## src/rtl/clint.sv

```systemverilog
`default_nettype none
// ============================================================================
// Module      : clint
// Description : Core-local interruptor. Holds the free-running mtime counter,
//               the mtimecmp compare register and the msip software-interrupt
//               bit behind a single-outstanding request/response port, and
//               drives msip/mtip into the CSR file.
//
//               Ports
//                 clk, rst          clock, synchronous active-high reset
//                 req_*             request channel (valid/ready handshake)
//                 resp_*            response channel (valid/ready handshake)
//                 msip, mtip        interrupt-pending outputs
//
//               Register map (offset from BASE_ADDR, 64 KiB window)
//                 0x0000 msip (bit 0), 0x4000 mtimecmp, 0xBFF8 mtime
// Revision    : 1.0 - initial release
// ============================================================================
module clint #(
    parameter logic [63:0] BASE_ADDR = 64'h0000_0000_0200_0000,
    parameter int          TICK_DIV  = 1
) (
    input  logic        clk,
    input  logic        rst,
    input  logic        req_valid,
    output logic        req_ready,
    input  logic        req_wen,
    input  logic [63:0] req_addr,
    input  logic [63:0] req_wdata,
    input  logic [7:0]  req_wstrb,
    output logic        resp_valid,
    input  logic        resp_ready,
    output logic [63:0] resp_rdata,
    output logic        resp_err,
    output logic        msip,
    output logic        mtip
);

    // Prescaler needs at least one bit even when TICK_DIV is 1.
    localparam int              c_PW         = (TICK_DIV > 1) ? $clog2(TICK_DIV) : 1;
    localparam logic [c_PW-1:0] c_PRESC_MAX  = c_PW'(TICK_DIV - 1);

    localparam logic [15:0]     c_OFF_MSIP     = 16'h0000;
    localparam logic [15:0]     c_OFF_MTIMECMP = 16'h4000;
    localparam logic [15:0]     c_OFF_MTIME    = 16'hBFF8;

    localparam logic [0:0]      c_IDLE = 1'b0;
    localparam logic [0:0]      c_RESP = 1'b1;

    logic [0:0]      r_state;
    logic [63:0]     r_mtime;
    logic [63:0]     r_mtimecmp;
    logic            r_msip;
    logic [c_PW-1:0] r_presc;
    logic [63:0]     r_rdata;
    logic            r_err;

    logic [63:0]     w_off;
    logic            w_in_win;
    logic            w_hit_msip;
    logic            w_hit_mtimecmp;
    logic            w_hit_mtime;
    logic            w_mapped;
    logic            w_accept;
    logic            w_tick;
    logic [63:0]     w_wmask;
    logic [63:0]     w_rd_mux;

    // Address decode. When req_addr >= BASE_ADDR the subtraction cannot wrap,
    // so the window test reduces to the upper offset bits being zero.
    assign w_off          = req_addr - BASE_ADDR;
    assign w_in_win       = (req_addr >= BASE_ADDR) && (w_off[63:16] == 48'd0);
    assign w_hit_msip     = w_in_win && (w_off[15:0] == c_OFF_MSIP);
    assign w_hit_mtimecmp = w_in_win && (w_off[15:0] == c_OFF_MTIMECMP);
    assign w_hit_mtime    = w_in_win && (w_off[15:0] == c_OFF_MTIME);
    assign w_mapped       = w_hit_msip || w_hit_mtimecmp || w_hit_mtime;

    assign req_ready = (r_state == c_IDLE);
    assign w_accept  = req_valid && req_ready;
    assign w_tick    = (r_presc == c_PRESC_MAX);

    // Expand byte strobes into a bit mask for the byte-wise merges below.
    generate
        for (genvar i = 0; i < 8; i++) begin : g_wmask
            assign w_wmask[8*i +: 8] = {8{req_wstrb[i]}};
        end
    endgenerate

    // Read data is taken from the pre-edge register values.
    always_comb begin
        w_rd_mux = 64'd0;
        if (w_hit_msip) begin
            w_rd_mux = {63'd0, r_msip};
        end else if (w_hit_mtimecmp) begin
            w_rd_mux = r_mtimecmp;
        end else if (w_hit_mtime) begin
            w_rd_mux = r_mtime;
        end
    end

    always_ff @(posedge clk) begin
        if (rst) begin
            r_state    <= c_IDLE;
            r_mtime    <= 64'd0;
            r_mtimecmp <= 64'hFFFF_FFFF_FFFF_FFFF;
            r_msip     <= 1'b0;
            r_presc    <= '0;
            r_rdata    <= 64'd0;
            r_err      <= 1'b0;
        end else begin
            // Timer: a software write to mtime wins over the tick and
            // restarts the prescaler so the new value gets a full period.
            if (w_accept && req_wen && w_hit_mtime) begin
                r_mtime <= (r_mtime & ~w_wmask) | (req_wdata & w_wmask);
                r_presc <= '0;
            end else if (w_tick) begin
                r_mtime <= r_mtime + 64'd1;
                r_presc <= '0;
            end else begin
                r_presc <= r_presc + 1'b1;
            end

            if (w_accept && req_wen && w_hit_mtimecmp) begin
                r_mtimecmp <= (r_mtimecmp & ~w_wmask) | (req_wdata & w_wmask);
            end

            if (w_accept && req_wen && w_hit_msip && req_wstrb[0]) begin
                r_msip <= req_wdata[0];
            end

            case (r_state)
                c_IDLE: begin
                    if (w_accept) begin
                        r_rdata <= req_wen ? 64'd0 : w_rd_mux;
                        r_err   <= !w_mapped;
                        r_state <= c_RESP;
                    end
                end
                c_RESP: begin
                    if (resp_ready) begin
                        r_state <= c_IDLE;
                    end
                end
                default: r_state <= c_IDLE;
            endcase
        end
    end

    assign resp_valid = (r_state == c_RESP);
    assign resp_rdata = r_rdata;
    assign resp_err   = r_err;
    assign msip       = r_msip;
    assign mtip       = (r_mtime >= r_mtimecmp);

endmodule
`default_nettype wire

```

## config.mk

```make
export PLATFORM = sky130hd
export DESIGN_NAME = clint
export DESIGN_NICKNAME = d
export VERILOG_FILES = /design/src/rtl/clint.sv
export SDC_FILE = /design/constraint.sdc
export NUM_CORES = 1
export LEC_CHECK = 0
export CAP_MARGIN = 20
export CORE_MARGIN = 3
export CORE_UTILIZATION = 54
export DETAILED_ROUTE_END_ITERATION = 10
export GPL_ROUTABILITY_DRIVEN = 1
export PLACE_DENSITY = 0.9
export RECOVER_POWER = 50
export SKIP_CTS_REPAIR_TIMING = 1
export SYNTH_ARGS = -nofsm -noshare
export SYNTH_HDL_FRONTEND = slang
export SYNTH_SLANG_ARGS = --single-unit
```

## constraint.sdc

```tcl
create_clock -name clk -period 4 [get_ports clk]
set_input_delay 1 -clock clk [delete_from_list [all_inputs] [get_ports clk]]
set_output_delay 1 -clock clk [all_outputs]
set_load 0.05 [all_outputs]
```

Word-level counts from Yosys, hierarchy flattened. Index checks and enable logic that the tools add are counted.

Bits in registers: 196. Output and inout bits: 69. Bits of input ports: 141.

Multiplexer cells: 9. Order comparisons: 2. Add/subtract/negate cells: 3. Equality and inequality tests: 3. Bitwise gates (word level): 8. Reductions and logical operators: 17.

Operators by type and width (count): $mux 64 (6); $and 64x64->64 (3); $or 64x64->64 (2); $add 64x1->64 const B (1); $ge 64x26->1 const B (1); $ge 64x64->1 (1); $not 64->64 (1); $sub 64x26->64 const B (1); $logic_not 48->1 (1); $eq 16x15->1 const B (1); $eq 16x16->1 const B (1); $logic_not 16->1 (1); $logic_and 1x1->1 (10); $reduce_or 3->1 (1); $logic_or 1x1->1 (2); $mux 1 (2); $ne 2x1->1 const B (1); $not 1->1 (2); $pmux 1 s2 (1); $reduce_and 2->1 (1); $add 1x1->1 const B (1); $logic_not 1->1 (1).

Depth between registers and ports, before layout. Gate-level depths: netlist of the first run.

Word-level depth: 8. Gate-level depth with buffers: 13. Depth with buffers taken out: 10.

Worst setup path before layout of the first run. OpenSTA, ideal clock, no wires.

Path kind: flip-flop to output port. Start: register (tool-made name). End: output port mtip. Buffers on the path: 0. Data arrival time: 2.991 ns. Cell stages (with the launch flop): 10. Setup slack: 0.009 ns. Data required time: 3.000 ns. Cell sequence: dfxtp_1 inv_1 ha_1 nand4_1 nor3_1 nand2_1 or4_1 nor3_1 o21ai_0 o21ai_0.

RTL lines: to (decl) (line 36) `output logic mtip`.

==> run metrics, run 1 <==
outcome finished, violations left; failing checks capacitance limit, slew limit, setup timing; fill count 1,545; detailed-route wire length 42,200 µm; clock buffer depth 2; largest net degree at the start of global routing 81; vias after detailed routing 13,500; Post-synth EDFFs 0; via/cell ratio 6.64; Worst Setup End Kind output port; worst min-delay path category flip-flop to flip-flop; Power Density 264 nW/µm²; WHS Endpoint resp_rdata[63]$_SDFFE_PP0P_; Clock Sinks 196; Final Hold Fails 0; Synth cell types 85; area of the multi-input gates 7120 µm²; final worst-path cycle share 100%; DP Wirelength 30,900 µm; pre-CTS setup slack -0.313 ns; Crit Path Max Fanout 3; CP Class flip-flop to output port; CP cell instances inv_1 -> ha_1 -> nand4_1 -> nor3_4 -> nand2_2 -> or4_4 -> a211oi_2 -> buf_4 -> nor4_2 -> o21ai_1 -> buf_4 -> buf_12; syn nets 1,660; leak pwr 6.64 nW; largest cells by area after synthesis dfxtp_1, ha_1, o21ai_0; cell type with the largest total area after synthesis dfxtp_1; GRT Resource Usage Total 34.0%; initial DRC count 1,815; NumNets Final 1,946; clock buffer count from CTS 17; first-pass GRT wire length 66,100 µm; Skew-Pair Late Insertion Delay 0.44 ns; Worst-Margin Slew 1.81 ns; Startpoint Class flip-flop; drt first pass iters 9; # DRC 0; Synth top cells by count dfxtp_1, nand2_1, o21ai_0; Core ar. 21,200 µm²; WHS Path Cells 2; Ports 210; ys flop type dfxtp_1; n_diodes 0; Most common cell on crit path buf_4; CP peak stage delay 0.54 ns; area share of fa/ha/maj cells after synthesis 7.06%; Initial Utilization 55.3%; dpl cells 1,993; Crit-path slowest cell or4_4; Final Cell Area 15,600 µm²; die width 153 µm; post-synthesis simple-gate area fraction 23.5%; Reg2Reg Depth 10; Clk Tree Root Cell clkbuf_16; height of the die 153 µm; post-route insts no fill 2,027; Cell Area, Placed 15,000 µm²; grt ovf 0; worst setup margin -0.00456 ns; clock skew 0.0116 ns; share of layout cells above drive strength 1 14.6%; mapped cell area 11,700 µm²; Clock transition at path regs 0.07 ns; Mapped Avg Cell Area 8.05 µm²; Crit path arrival time 3.00 ns; antenna violations before repair 1; Hold WS 0.447 ns; die area 23,500 µm²; H-Tree Depth 4; Sequential cell area 3930 µm²; post-synthesis register bit count 196; upper clock frequency limit 0.250 GHz; IO Port Bufs 209; Routability Congestion 0.995; Post-Synth XOR/XNOR Area 1.65%; Worst slew margin -20.6%; hold_sp resp_rdata[63]$_SDFFE_PP0P_; P&R area growth vs syn 33.5%; share of Yosys cell area claimed by the top area cell type 33.5%; compound-gate portion of the synthesized area 26.7%; number of global-route vias before repair 13,100; multiplexer area fraction after synthesis 0.823%; row cnt 53; Routed Antenna Nets 0; CP required 3.00 ns; RSZ-0062 raised after global routing yes; reg2reg setup slack 0.64 ns; per-cell routed wire length 20.8 µm; Final Critical Period 4.00 ns; final setup vio count 1; most common cell in the netlist dfxtp_1; worst vdd ir 0.226 mV; Max-Cap Viols 1; Slew Viols, Final 81; largest family of logic cells by synthesized area compound AO/OA/AOI/OAI gates; share of the yosys chip area belonging to registers 33.5%; cells after synthesis 1,453; ys async rst share 0%; CTS tree done; Yosys Warn Count 0
## cell type report
cell class	count	share of cell area, %
inverters	100	2.40
flip-flops and latches	196	25.2
clock inverters	14	0.737
well taps	275	2.20
clock buffers	18	2.81
multi-input cells	1066	45.6
repair buffers	358	21.1
## how the worst max path moves through the flow
stage,startpoint,to,slack [ns],cells past startpoint
2_1_floorplan,flip-flop,mtip,0.009,9
3_3_place_gp,req_addr[32],flip-flop,-0.18,12
3_5_place_dp,req_addr[32],flip-flop,-0.31,12
4_1_cts,flip-flop,mtip,-0.47,12
5_1_grt,flip-flop,mtip,-0.11,12
6_report,flip-flop,mtip,-0.005,12
## cells in the final DEF (no fill, tap or decap), drive strengths merged, types with 4 or more instances in the layout
cell	count
nand4	41
nand3b	4
nor2b	9
nor3	64
o211ai	16
xor2	5
nor3b	17
o21ai	133
o311ai	4
dlygate4sd3	68
dfxtp	196
a22oi	69
a31o	27
a31oi	45
buf	141
nor4	39
and3	20
a21oi	48
mux2	5
a211oi	31
nand3	58
or3	7
mux2i	4
clkinv	6
nor2	48
clkbuf	28
and4	12
inv	107
xnor2	17
or4	7
nand2	137
a2111oi	13
clkdlybuf4s50	139
and2	12
o31ai	4
nand4b	7
a21o	48
ha	66
nand2b	9
## worst max-delay path: cells and delay by family, from the launching register on
kind	cells	cell delay, ns
DFF	1	0.35
AOI/OAI and AO/OA	2	0.31
adders and majority gates	1	0.30
buffers and inverters	4	0.47
and+or+nand+nor	5	1.12
## cells by family after synthesis
logic type,Yosys count
compound gates,466
simple gates,502
mux,9
flops,196
fa+ha+maj,66
buf+inv,191
other cells,1
xor+xnor,22
## through the flow
stage / total power [mW] / TNS [ns] / util (%)
finish: 4.13 / -0.00456 / 73.8
detailed placement: 2.49 / -20.08 / 70.8
CTS: 4.11 / -0.468 / 73.5
global route: 4.21 / -0.219 / 73.8
global placement: 2.48 / -10.79 / 70.8
floorplan: 2.20 / 0 / -
## power breakdown
| part | leakage (nW) | internal (mW) | switching [mW] | total [mW] |
|---|---|---|---|---|
| clock | 0.276 | 0.832 | 0.837 | 1.67 |
| sequential | 1.58 | 1.96 | 0.0310 | 2.00 |
| combinational | 4.78 | 0.233 | 0.230 | 0.463 |
## layer usage
layer,up-vias,global-route usage (%),wire [µm]
li1,6020,-,-
met1,6200,40.9,15500
met2,1057,57.4,20000
met3,186,7.45,4750
met4,2,16.5,1940
met5,-,0,13
No activity file was read; power rests on OpenSTA's default activity.
==> run 2, diff against run 1 <==
TNS_END_PERCENT = 10   (was not set)
==> run metrics, run 2 (synthesized netlist as in run 1, its figures left out) <==
Power Density 264 nW/µm²; initial DRC count 1,880; Final Hold Fails 0; dpl cells 1,993; Slew Viols, Final 81; Routed Antenna Nets 0; share of layout cells above drive strength 1 14.6%; final worst-path cycle share 101%; Max-Cap Viols 1; detailed-route wire length 42,200 µm; CP Class flip-flop to output port; Crit path arrival time 3.02 ns; NumNets Final 1,946; # DRC 0; upper clock frequency limit 0.249 GHz; first-pass GRT wire length 66,100 µm; Clock Sinks 196; Worst slew margin -23.6%; failing checks capacitance limit, slew limit, setup timing; Cell Area, Placed 15,000 µm²; post-route insts no fill 2,027; Routability Congestion 0.995; clock buffer count from CTS 17; power share of the clock group 40.3%; leak pwr 6.65 nW; largest net degree at the start of global routing 81; met1 Usage GRT 40.9%; Startpoint Class flip-flop; row cnt 53; clock skew 0.0124 ns; drt first pass iters 8; via/cell ratio 6.61; worst vdd ir 0.226 mV; GRT Resource Usage Total 34.0%; die area 23,500 µm²; leading cell type in the layout, fill and taps excluded dfxtp_1; Core ar. 21,200 µm²; Reg power frac 48.4%; final setup vio count 1; antenna violations before repair 1; IO Port Bufs 209; commonest non-fill, non-tap cells in the layout dfxtp_1, clkdlybuf4s50_1, buf_4, nand2_1, o21ai_0; Comb power frac 11.3%; H-Tree Depth 4; Final Critical Period 4.02 ns; Crit Path Max Fanout 3; NetSw 1.09 mW; Initial Utilization 55.3%; number of global-route vias before repair 13,100; RSZ-0062 raised after global routing yes; met3 Usage GRT 7.45%; P&R area growth vs syn 33.6%; Reg2Reg Depth 10; n_diodes 0; Ports 210; die width 153 µm; Internal Power 3.03 mW; height of the die 153 µm; switching fraction of total power 26.5%; CP required 3.00 ns; Clk Tree Root Cell clkbuf_16; worst min-delay path category flip-flop to flip-flop; DP Wirelength 30,900 µm; outcome finished, violations left; Clock transition at path regs 0.07 ns; GR Util met2 57.4%; Worst Setup End Kind output port; Skew-Pair Late Insertion Delay 0.44 ns; worst setup margin -0.0240 ns; GR peak layer met2; Worst-Margin Slew 1.85 ns; CTS tree done; clock buffer depth 2; WHS Path Cells 2; vias after detailed routing 13,400; per-cell routed wire length 20.8 µm; grt ovf 0; Final Cell Area 15,600 µm²
## run 2: through the flow
step           worst slack (ns)  util, %  TNS, ns  hold slack, ns  power, mW
3_5_place_dp             -0.313     70.8   -20.08           0.441       2.49
5_1_grt                  -0.130     73.9    -1.40           0.475       4.21
2_1_floorplan           0.00900        -        0           0.449       2.20
6_report                -0.0240     73.9  -0.0240           0.447       4.13
3_3_place_gp             -0.182     70.8   -10.79           0.434       2.48
4_1_cts                  -0.468     73.5   -0.468           0.457       4.11
## run 2: layer usage
metal  part of all wire (%)  vias to the layer above
li1                       -                     6017
met1                     37                     6188
met2                     47                      989
met3                     11                      204
met4                    4.8                        2
met5                  0.031                        -
## run 2: power groups by stage
stage / logic (mW) / registers, mW / clock network [mW]
after floorplan: 0.170 / 2.03 / 0
after global placement: 0.439 / 2.04 / 0
after detailed placement: 0.448 / 2.04 / 0
after CTS: 0.453 / 1.99 / 1.66
after global routing: 0.489 / 2.00 / 1.73
final: 0.465 / 2.00 / 1.66
## run 2: final cells by class
| class | count | area [µm²] |
|---|---|---|
| clock buffers | 18 | 439 |
| clock inverters | 14 | 115 |
| fillers | 1536 | 5520 |
| inverters | 100 | 375 |
| multi-input cells | 1066 | 7130 |
| flip-flops and latches | 196 | 3930 |
| well taps | 275 | 344 |
| repair buffers | 358 | 3300 |
## run 2: final timing paths
kind                            slack, ns                         from                     endpoint
worst max-delay path                -0.02                    flip-flop                         mtip
worst min-delay path                 0.45  resp_rdata[63]$_SDFFE_PP0P_  resp_rdata[63]$_SDFFE_PP0P_
worst max register to register       0.71                    flip-flop                    flip-flop
worst min register to register       0.45  resp_rdata[63]$_SDFFE_PP0P_  resp_rdata[63]$_SDFFE_PP0P_
## run 2: worst max-delay path: stages, from the launching register on
cell     delay [ns]
dfxtp_2        0.35
inv_1          0.04
ha_1           0.29
nand4_1        0.18
nor3_4         0.23
nand2_2        0.12
or4_4          0.55
nor3_4         0.17
buf_6          0.13
o21ai_0        0.07
o21ai_1        0.17
buf_4          0.14
buf_12         0.12
